===== src/rtl/argmax_seq_ctrl_if.sv =====
// Handshake bundle between the argmax sequencer and its neighbours: the
// score stream, the comparator tap, the result channel and run control.
interface argmax_seq_ctrl_if #(
  parameter int NUM_CLASS = 10,
  parameter int DATA_W    = 16,
  parameter int IMG_CNT_W = 16
);
  logic                          start;
  logic [IMG_CNT_W-1:0]          num_img;
  logic                          score_valid;
  logic [DATA_W-1:0]             score_data;
  logic                          score_ready;
  logic [NUM_CLASS*DATA_W-1:0]   cmp_data;
  logic [31:0]                   cmp_result;
  logic                          res_valid;
  logic [31:0]                   res_data;
  logic [IMG_CNT_W-1:0]          res_idx;
  logic                          res_ready;
  logic                          busy;
  logic                          done;

  modport slave (
    input  start, num_img, score_valid, score_data, cmp_result, res_ready,
    output score_ready, cmp_data, res_valid, res_data, res_idx, busy, done
  );

  modport master (
    output start, num_img, score_valid, score_data, cmp_result, res_ready,
    input  score_ready, cmp_data, res_valid, res_data, res_idx, busy, done
  );
endinterface


===== src/rtl/argmax_seq_ctrl.sv =====
// Sequencer that packs streamed class scores into the argmax comparator
// input, captures the winning class and returns it over valid/ready.
module argmax_seq_ctrl #(
  parameter int NUM_CLASS = 10,
  parameter int DATA_W    = 16,
  parameter int IMG_CNT_W = 16
) (
  input  logic               clk,
  input  logic               rst,
  argmax_seq_ctrl_if.slave   bus
);

  localparam int CMP_W  = NUM_CLASS * DATA_W;
  localparam int BEAT_W = $clog2(NUM_CLASS);
  localparam logic [BEAT_W-1:0] LAST_BEAT = BEAT_W'(NUM_CLASS - 1);

  typedef enum logic [2:0] {
    IDLE = 3'd0,
    LOAD = 3'd1,
    EVAL = 3'd2,
    OUT  = 3'd3,
    DONE = 3'd4
  } state_t;

  state_t                state_q,     state_d;
  logic [IMG_CNT_W-1:0]  num_img_q,   num_img_d;
  logic [IMG_CNT_W-1:0]  img_cnt_q,   img_cnt_d;
  logic [BEAT_W-1:0]     beat_q,      beat_d;
  logic [CMP_W-1:0]      cmp_data_q,  cmp_data_d;
  logic                  res_valid_q, res_valid_d;
  logic [31:0]           res_data_q,  res_data_d;
  logic [IMG_CNT_W-1:0]  res_idx_q,   res_idx_d;

  // Beat b carries class b+1 and lands in slot b (class 1 in the low bits).
  function automatic logic [CMP_W-1:0] put_slot(
    input logic [CMP_W-1:0]  vec,
    input logic [BEAT_W-1:0] beat,
    input logic [DATA_W-1:0] score
  );
    logic [CMP_W-1:0] r;
    r = vec;
    for (int i = 0; i < NUM_CLASS; i++) begin
      if (beat == BEAT_W'(i)) begin
        r[i*DATA_W +: DATA_W] = score;
      end
    end
    return r;
  endfunction

  function automatic logic is_last_img(
    input logic [IMG_CNT_W-1:0] cnt,
    input logic [IMG_CNT_W-1:0] total
  );
    return cnt == (total - IMG_CNT_W'(1));
  endfunction

  always_ff @(posedge clk or negedge rst) begin
    if (!rst) begin
      state_q     <= IDLE;
      num_img_q   <= '0;
      img_cnt_q   <= '0;
      beat_q      <= '0;
      cmp_data_q  <= '0;
      res_valid_q <= 1'b0;
      res_data_q  <= '0;
      res_idx_q   <= '0;
    end else begin
      state_q     <= state_d;
      num_img_q   <= num_img_d;
      img_cnt_q   <= img_cnt_d;
      beat_q      <= beat_d;
      cmp_data_q  <= cmp_data_d;
      res_valid_q <= res_valid_d;
      res_data_q  <= res_data_d;
      res_idx_q   <= res_idx_d;
    end
  end

  always_comb begin
    state_d     = state_q;
    num_img_d   = num_img_q;
    img_cnt_d   = img_cnt_q;
    beat_d      = beat_q;
    cmp_data_d  = cmp_data_q;
    res_valid_d = res_valid_q;
    res_data_d  = res_data_q;
    res_idx_d   = res_idx_q;

    unique case (state_q)
      IDLE: begin
        if (bus.start) begin
          if (bus.num_img != '0) begin
            num_img_d  = bus.num_img;
            img_cnt_d  = '0;
            beat_d     = '0;
            cmp_data_d = '0;
            state_d    = LOAD;
          end else begin
            state_d = DONE;
          end
        end
      end

      LOAD: begin
        if (bus.score_valid) begin
          cmp_data_d = put_slot(cmp_data_q, beat_q, bus.score_data);
          if (beat_q == LAST_BEAT) begin
            beat_d  = '0;
            state_d = EVAL;
          end else begin
            beat_d = beat_q + BEAT_W'(1);
          end
        end
      end

      // cmp_data has been stable for a full cycle, so the comparator has settled.
      EVAL: begin
        res_data_d  = bus.cmp_result;
        res_idx_d   = img_cnt_q;
        res_valid_d = 1'b1;
        state_d     = OUT;
      end

      OUT: begin
        if (bus.res_ready) begin
          res_valid_d = 1'b0;
          if (is_last_img(img_cnt_q, num_img_q)) begin
            state_d = DONE;
          end else begin
            img_cnt_d = img_cnt_q + IMG_CNT_W'(1);
            state_d   = LOAD;
          end
        end
      end

      DONE: begin
        state_d = IDLE;
      end

      default: begin
        state_d = IDLE;
      end
    endcase
  end

  assign bus.score_ready = (state_q == LOAD);
  assign bus.busy        = (state_q != IDLE);
  assign bus.done        = (state_q == DONE);
  assign bus.cmp_data    = cmp_data_q;
  assign bus.res_valid   = res_valid_q;
  assign bus.res_data    = res_data_q;
  assign bus.res_idx     = res_idx_q;

endmodule


===== src/flat_wrapper.sv =====
// flat-port wrapper written by rule: the top's interface ports become plain ports
module argmax_seq_ctrl_flat 
#(
  parameter int NUM_CLASS = 10,
  parameter int DATA_W    = 16,
  parameter int IMG_CNT_W = 16
)
  (clk, rst, bus_start, bus_num_img, bus_score_valid, bus_score_data, bus_cmp_result, bus_res_ready, bus_score_ready, bus_cmp_data, bus_res_valid, bus_res_data, bus_res_idx, bus_busy, bus_done);
  argmax_seq_ctrl_if #(.NUM_CLASS(NUM_CLASS), .DATA_W(DATA_W), .IMG_CNT_W(IMG_CNT_W)) bus_i ();
  input  logic clk;
  input  logic rst;
  input wire logic [$bits(bus_i.start)-1:0] bus_start;
  input wire logic [$bits(bus_i.num_img)-1:0] bus_num_img;
  input wire logic [$bits(bus_i.score_valid)-1:0] bus_score_valid;
  input wire logic [$bits(bus_i.score_data)-1:0] bus_score_data;
  input wire logic [$bits(bus_i.cmp_result)-1:0] bus_cmp_result;
  input wire logic [$bits(bus_i.res_ready)-1:0] bus_res_ready;
  output wire logic [$bits(bus_i.score_ready)-1:0] bus_score_ready;
  output wire logic [$bits(bus_i.cmp_data)-1:0] bus_cmp_data;
  output wire logic [$bits(bus_i.res_valid)-1:0] bus_res_valid;
  output wire logic [$bits(bus_i.res_data)-1:0] bus_res_data;
  output wire logic [$bits(bus_i.res_idx)-1:0] bus_res_idx;
  output wire logic [$bits(bus_i.busy)-1:0] bus_busy;
  output wire logic [$bits(bus_i.done)-1:0] bus_done;
  assign bus_i.start = bus_start;
  assign bus_i.num_img = bus_num_img;
  assign bus_i.score_valid = bus_score_valid;
  assign bus_i.score_data = bus_score_data;
  assign bus_i.cmp_result = bus_cmp_result;
  assign bus_i.res_ready = bus_res_ready;
  assign bus_score_ready = bus_i.score_ready;
  assign bus_cmp_data = bus_i.cmp_data;
  assign bus_res_valid = bus_i.res_valid;
  assign bus_res_data = bus_i.res_data;
  assign bus_res_idx = bus_i.res_idx;
  assign bus_busy = bus_i.busy;
  assign bus_done = bus_i.done;
  argmax_seq_ctrl #(.NUM_CLASS(NUM_CLASS), .DATA_W(DATA_W), .IMG_CNT_W(IMG_CNT_W)) u_core (.clk(clk), .rst(rst), .bus(bus_i));
endmodule

===== config.mk =====
export PLATFORM = sky130hd
export DESIGN_NAME = argmax_seq_ctrl_flat
export DESIGN_NICKNAME = d
export VERILOG_FILES = /design/src/rtl/argmax_seq_ctrl_if.sv /design/src/rtl/argmax_seq_ctrl.sv /design/src/flat_wrapper.sv
export SDC_FILE = /design/constraint.sdc
export NUM_CORES = 1
export LEC_CHECK = 0
export BUFFER_PORTS_ARGS = -buffer_cell sky130_fd_sc_hd__buf_2
export CAP_MARGIN = 20
export CORE_ASPECT_RATIO = 0.7
export CORE_MARGIN = 1
export CORE_UTILIZATION = 57
export CTS_CLUSTER_SIZE = 24
export DETAILED_ROUTE_END_ITERATION = 16
export GPL_ROUTABILITY_DRIVEN = 1
export PLACE_DENSITY = 0.92
export SYNTH_ARGS = -nofsm -noshare
export SYNTH_HDL_FRONTEND = slang
export SYNTH_SLANG_ARGS = --single-unit

===== constraint.sdc =====
create_clock -name clk -period 8.4 [get_ports clk]
set_clock_uncertainty 0.2 [all_clocks]
set_input_delay 1.26 -clock clk [delete_from_list [all_inputs] [get_ports clk]]
set_output_delay 1.26 -clock clk [all_outputs]
set_load 0.01 [all_outputs]

==> After elaboration in Yosys (flattened, before gate mapping) <==
Cells that the tools add are included.
{ "classes": {"n_addsub": 3, "eq_ne": 29, "n_mux": 33, "n_reduce_logical": 22} }
{ "ops": {"columns": ["operator", "count"], "rows": [
  ["160-bit two-way mux", 3],
  ["160-bit one-hot mux with 2 select lines", 1],
  ["16-bit two-way mux", 14],
  ["5-bit AND reduction", 11],
  ["16-bit one-hot mux with 2 select lines", 1],
  ["2-bit by 1-bit != test with 1-bit output, second input constant", 11],
  ["3-bit two-way mux", 6],
  ["16-bit by 1-bit adder with 16-bit output, second input constant", 1],
  ["16-bit equality test", 1],
  ["4-bit by 3-bit equality test with 1-bit output, second input constant", 4],
  ["4-bit two-way mux", 4],
  ["16-bit nonzero test", 1],
  ["16-bit by 1-bit subtractor with 16-bit output, second input constant", 1],
  ["3-bit one-hot mux with 4 select lines", 1],
  ["4-bit by 2-bit equality test with 1-bit output, second input constant", 2],
  ["4-bit equality test, second input constant", 2],
  ["2-bit != test, second input constant", 4],
  ["4-bit one-hot mux with 2 select lines", 1],
  ["4-bit AND reduction", 2],
  ["3-bit by 2-bit equality test with 1-bit output, second input constant", 2],
  ["2-bit nonzero test", 3],
  ["4-bit by 1-bit adder with 4-bit output, second input constant", 1],
  ["4-bit by 1-bit equality test with 1-bit output, second input constant", 1],
  ["4-bit zero test", 1],
  ["8 further kinds", 8]
]} }
{ "totals": {"regBits": 248, "inputBits": 69, "out_inout_bits": 212, "word_cells": 104} }

==> Logic depth before layout (Yosys ltp) <==
{ "depth": {"ltp_word": 5, "ltp_mapped": 11, "ltp_nobuf": 9} }

==> Worst setup path after synthesis <==
No wires, ideal clock.
{ "synth_path": {"path_kind": "input to register", "from": "input port bus_num_img[4]", "to": "register u_core.cmp_data_q[133], in the netlist u_core.bus.cmp_data[133]", "setup_time_ns": 0.125, "arrival_ns": 3.046, "required_ns": 8.075, "slack_ns": 5.030, "path_stages": 8, "path_buffers": 2, "cell_sequence": "nor4_1 > and4_1 > nand2_1 > nand3_1 > buf_2 > a21oi_1 > buf_2 > mux2_2"} }
{ "synth_via": {"elab_chain_len": 3} }
{ "synth_rtl": {"columns": ["element", "line", "rtl"], "rows": [
  ["start: declaration", "flat_wrapper.sv:13", "input wire logic [$bits(bus_i.num_img)-1:0] bus_num_img;"],
  ["16-bit nonzero test", "argmax_seq_ctrl.sv:92", "if (bus.num_img != '0) begin"],
  ["2-bit by 1-bit != test with 1-bit output (no source line)", null, null],
  ["5-bit AND reduction (no source line)", null, null],
  ["end signal: assignment", "argmax_seq_ctrl.sv:72", "cmp_data_q <= cmp_data_d;"],
  ["end: declaration", "argmax_seq_ctrl.sv:29", "logic [CMP_W-1:0] cmp_data_q, cmp_data_d;"]
]} }
No other way between the ends.
A chain may end at the register's enable or synchronous reset.

==> Worst setup path after layout <==
{ "layout_path": {"from": "register u_core.state_q[0]", "to": "register u_core.cmp_data_q[93], in the netlist u_core.bus.cmp_data[93]"} }
{ "layout_via": {"elab_chain_len": 3, "word_cells_on_any_way": 9, "cone_classes": "5 x eq/ne; 1 x mux; 3 x reduce/logical"} }
{ "layout_rtl": {"columns": ["element", "line", "rtl"], "rows": [
  ["start: declaration", "argmax_seq_ctrl.sv:25", "state_t state_q, state_d;"],
  ["start signal: assignment", "argmax_seq_ctrl.sv:68", "state_q <= state_d;"],
  ["3-bit by 1-bit equality test with 1-bit output or 3-bit zero test (tied branches)", "argmax_seq_ctrl.sv:89", "unique case (state_q)"],
  ["2-bit by 1-bit != test with 1-bit output (no source line), or another cell as far along", null, null],
  ["5-bit AND reduction (no source line)", null, null]
]} }
Several ways; a longest one is shown, not always the timed one.

==> PnR_summary.wiki <==
{| class="wikitable"
! Metric !! Value
|-
| Result of the run || complete, no violations
|-
| Via count || 7328
|-
| Number of placed instances with taps included || ~1200
|-
| Routed wire length || 26280 um
|-
| Post-synth net total || 840
|-
| Net Sw Power || 0.001890 W
|-
| Clock tree from TritonCTS || done
|-
| Reg clk slew, reported paths || roughly 0.06 ns
|-
| Share of flip-flops with an asynchronous set or reset after synthesis || 1.000
|-
| Worst slack after detailed placement || ~4.2 ns
|-
| Initial core utilization || 0.5831
|-
| Count of buffers inserted at the top-level ports || 280
|-
| Number of antenna violations at the first check in global routing || 0
|-
| Row count || 41
|-
| Number of buffers inserted to repair setup after CTS || 0
|-
| Proportion of synthesized chip area in sequential cells || 0.5910
|-
| Power share of the combinational group || 0.416
|-
| WL/cell || 20.50 um
|-
| DRC viols || 0
|-
| Clock latency at the later pin of the worst-skew pair || around 0.50 ns
|-
| Final std cells w/o fill || roughly 1300
|-
| Remaining global-route overflow || 0
|-
| Delay of the slowest critical-path stage || ~1.1 ns
|-
| Maximum net fanout on the critical path || 24
|-
| Number of gates given a new drive strength after cts || 0
|-
| FF+latch count, synth || 248
|-
| Hold violation count in the final report || 0
|-
| RSZ-0062 raised after global routing || no
|-
| Fillers || 1174
|-
| Maximum ir drop on the vdd rail || 0.2245 mV
|-
| Number of DRC markers in iteration 0 || 520
|-
| Maximum buffer depth of the clock tree || 3
|-
| Max-capacitance violation count || 0
|-
| Sequential fraction of design power || 0.375
|-
| Library cell contributing the largest single delay on the critical path || sky130_fd_sc_hd__nor2_2
|-
| Fraction of layout cells with a size suffix above 1 || 0.5497
|-
| Crit end category || flop
|-
| Number of buffers created by CTS || 24
|-
| Cell Chain, Critical Path || nor3_1, inv_1, o22a_1, nand3_1, nor2_2, mux2_2
|-
| Area of the core || 0.01801 sq mm
|-
| Pleak || around 6.5 nW
|-
| Internal power summed over all cells || 0.003317 W
|-
| Tightest Hold Check Type || flop to flop
|-
| Number of warnings issued by yosys || 0
|-
| Maximum number of pins on one net before global-route repair || between 100 and 150
|-
| CTS H-tree depth || 1
|-
| Final critical path time including I/O delays and setup || 3.708 ns
|-
| Detailed-router iteration count before antenna repair || 6
|-
| Kind of start point of the critical path || flop
|-
| Relative max-transition margin || 0.2666
|-
| Die height || 115.6 um
|-
| Post-cts hold buffer count || 0
|-
| Start-to-end type of the worst setup path || flop to flop
|-
| Synth Instances || 769
|-
| Root cell of the clock tree || sky130_fd_sc_hd__clkbuf_16
|-
| Number of global-route vias before repair || around 7400
|-
| Combined area of all synthesized cells || 0.01050 sq mm
|-
| Ratio of routed vias to standard cells || 5.716
|-
| Placed wire-length estimate after detailed placement || 18150 um
|-
| CTS sink cnt || 248
|-
| Setup total negative slack || 0 ns
|-
| Maximum achievable frequency || 269.7 MHz
|-
| Arrival time reported for the critical path endpoint || about 3.9 ns
|-
| Mean area per synthesized cell || 13.65 sq um
|-
| Final Setup Violations || 0
|-
| Count of nets left with antenna violations after detail routing || 0
|-
| Cell Pwr Density || slightly above 400 mW/mm^2
|-
| Final layout net count || ~1100
|-
| Area growth, synth to finish || 22.82%
|-
| Total inserted antenna cells || 0
|-
| DIE AREA || 0.01898 sq mm
|-
| Slew at the pin with the worst max-slew slack || 1.100 ns
|-
| Number of slew-limit violations in the final report || 0
|-
| Number of enable-type register cells in the synthesized netlist || 0
|-
| Weighted congestion at the end of routability-driven global placement || ~0.85
|-
| Final critical-path setup slack || ~4.7 ns
|-
| Wire length of the first global-routing pass || about 40000 um
|-
| Horiz. Die Dim || 164.2 um
|-
| Fraction of power spent switching nets || 0.3629
|-
| Ys flop type || sky130_fd_sc_hd__dfrtp_1
|-
| GR Util All Layers || 0.2741
|-
| I/O pin count || 281
|-
| Data required time at the worst endpoint || 8.58 ns
|-
| Library cells used by synthesis || 60
|-
| Clock network fraction of design power || 0.209
|-
| Period utilization || 0.4415
|}
[synthesized netlist by cell type (3+ instances only)]
library cell / count / share of area
sky130_fd_sc_hd__o311ai_0: 3 / 0.0025
sky130_fd_sc_hd__a21oi_1: 10 / 0.0048
sky130_fd_sc_hd__buf_1: 17 / 0.0061
sky130_fd_sc_hd__o21ai_0: 10 / 0.0048
sky130_fd_sc_hd__or4_1: 4 / 0.0029
sky130_fd_sc_hd__clkbuf_1: 23 / 0.0082
sky130_fd_sc_hd__o311ai_1: 5 / 0.0042
sky130_fd_sc_hd__or3_1: 3 / 0.0018
sky130_fd_sc_hd__nor2_1: 22 / 0.0079
sky130_fd_sc_hd__o31ai_1: 7 / 0.0050
sky130_fd_sc_hd__nand3_1: 21 / 0.010
sky130_fd_sc_hd__and3_1: 18 / 0.011
sky130_fd_sc_hd__o211ai_1: 8 / 0.0057
sky130_fd_sc_hd__buf_2: 6 / 0.0029
sky130_fd_sc_hd__nand2_1: 43 / 0.015
sky130_fd_sc_hd__nand4_1: 4 / 0.0024
sky130_fd_sc_hd__xor2_1: 10 / 0.0083
sky130_fd_sc_hd__nand3b_1: 3 / 0.0021
sky130_fd_sc_hd__nor4_1: 7 / 0.0042
sky130_fd_sc_hd__mux2_2: 224 / 0.24
sky130_fd_sc_hd__xnor2_1: 12 / 0.010
sky130_fd_sc_hd__dfrtp_1: 248 / 0.59
sky130_fd_sc_hd__nor3_1: 3 / 0.0014
sky130_fd_sc_hd__inv_1: 9 / 0.0032
[registers in the layout (all words and copies together) (netlist names)]
register              cells
u_core.beat_q             4
u_core.bus.res_idx       16
u_core.img_cnt_q         16
u_core.state_q            3
u_core.num_img_q         16
u_core.bus.cmp_data     160
u_core.bus.res_data      32
u_core.bus.res_valid      1
[logic make-up after synthesis]
| group | synth area share |
|---|---|
| flops | 0.5910 |
| mux | 0.2421 |
| simple gates | 0.07435 |
| compound gates | 0.04433 |
| buf+inv | 0.02741 |
| xor+xnor | 0.01835 |
| fa+ha+maj | 0.002383 |
[worst max-delay path: cells and delay by family, from the launching register on]
kind                   cells  cell delay (ns)
buffers and inverters      1             0.11
AOI/OAI and AO/OA          1             0.19
muxes                      1             0.43
and+or+nand+nor            3             1.78
DFF                        1             0.86
[per-layer routing]
layer | GRT usage | share of wire | up-vias
met3 | 0.06514 | 0.072 | 55
met1 | 0.3811 | 0.43 | 3677
met5 | 0 | 0 | -
met4 | 0.08951 | 0.029 | 0
met2 | 0.4281 | 0.47 | 317
li1 | - | - | 3279
[metrics by stage]
stage / total power, W / utilization / cell area [sq um] / hold WS, ns
finish: 0.005208 / 0.7162 / 12900 / 0.2989
global route: 0.005484 / 0.7162 / 12900 / 0.3153
CTS: 0.005198 / 0.7132 / 12840 / 0.3021
detailed placement: 0.004089 / 0.6688 / 12040 / 0.2883
global placement: 0.003987 / 0.6688 / 12040 / 0.2817
floorplan: 0.003303 / - / 10500 / 0.2991
[cell type report]
| cell class | count | area [sq um] | share of cell area |
|---|---|---|---|
| flip-flops and latches | 248 | 6206 | 0.4812 |
| multi-input cells | 459 | 4046 | 0.3138 |
| repair buffers | 289 | 1510 | 0.1171 |
| clock buffers | 35 | 723.2 | 0.05608 |
| well taps | 236 | 295.3 | 0.02290 |
| clock inverters | 5 | 77.57 | 0.006015 |
| inverters | 10 | 37.54 | 0.002911 |
[path summary, 6_finish.rpt]
check | endpoint | start | cells past startpoint | slack [ns]
min in group asynchronous | u_core.bus.res_data[30] | rst | 1 | 0.58
min | u_core.bus.res_data[7] | u_core.bus.res_data[7] | 1 | 0.30
min reg2reg | u_core.bus.res_data[7] | u_core.bus.res_data[7] | 1 | 0.30
max reg2reg | u_core.bus.cmp_data[93] | u_core.state_q[0] | 6 | 4.69
max in group asynchronous | u_core.bus.cmp_data[92] | rst | 2 | 6.06
max | u_core.bus.cmp_data[93] | u_core.state_q[0] | 6 | 4.69
[power groups by stage]
stage	clock (W)	combinational, W	sequential [W]
after detailed placement	0	0.00214	0.00195
after global placement	0	0.00206	0.00193
final	0.00109	0.00217	0.00195
after floorplan	0	0.00126	0.00204
after global routing	0.00115	0.00233	0.00201
after CTS	0.00111	0.00215	0.00194
[cell usage in the layout, fill, tap and decap left out, drive strengths merged, types with 3 or more instances in the layout]
master,n
nand3,21
xnor2,12
nor4,9
or3,6
inv,9
xor2,10
a21oi,10
nand4,4
o21ai,10
clkbuf,35
mux2,224
nand3b,3
o311ai,8
o211ai,8
and3,18
o31ai,8
nor3,3
buf,289
nand2,44
nor2,22
dfrtp,248
or4,6
clkinv,3
Note: power is estimated with default switching activity, not from simulation.
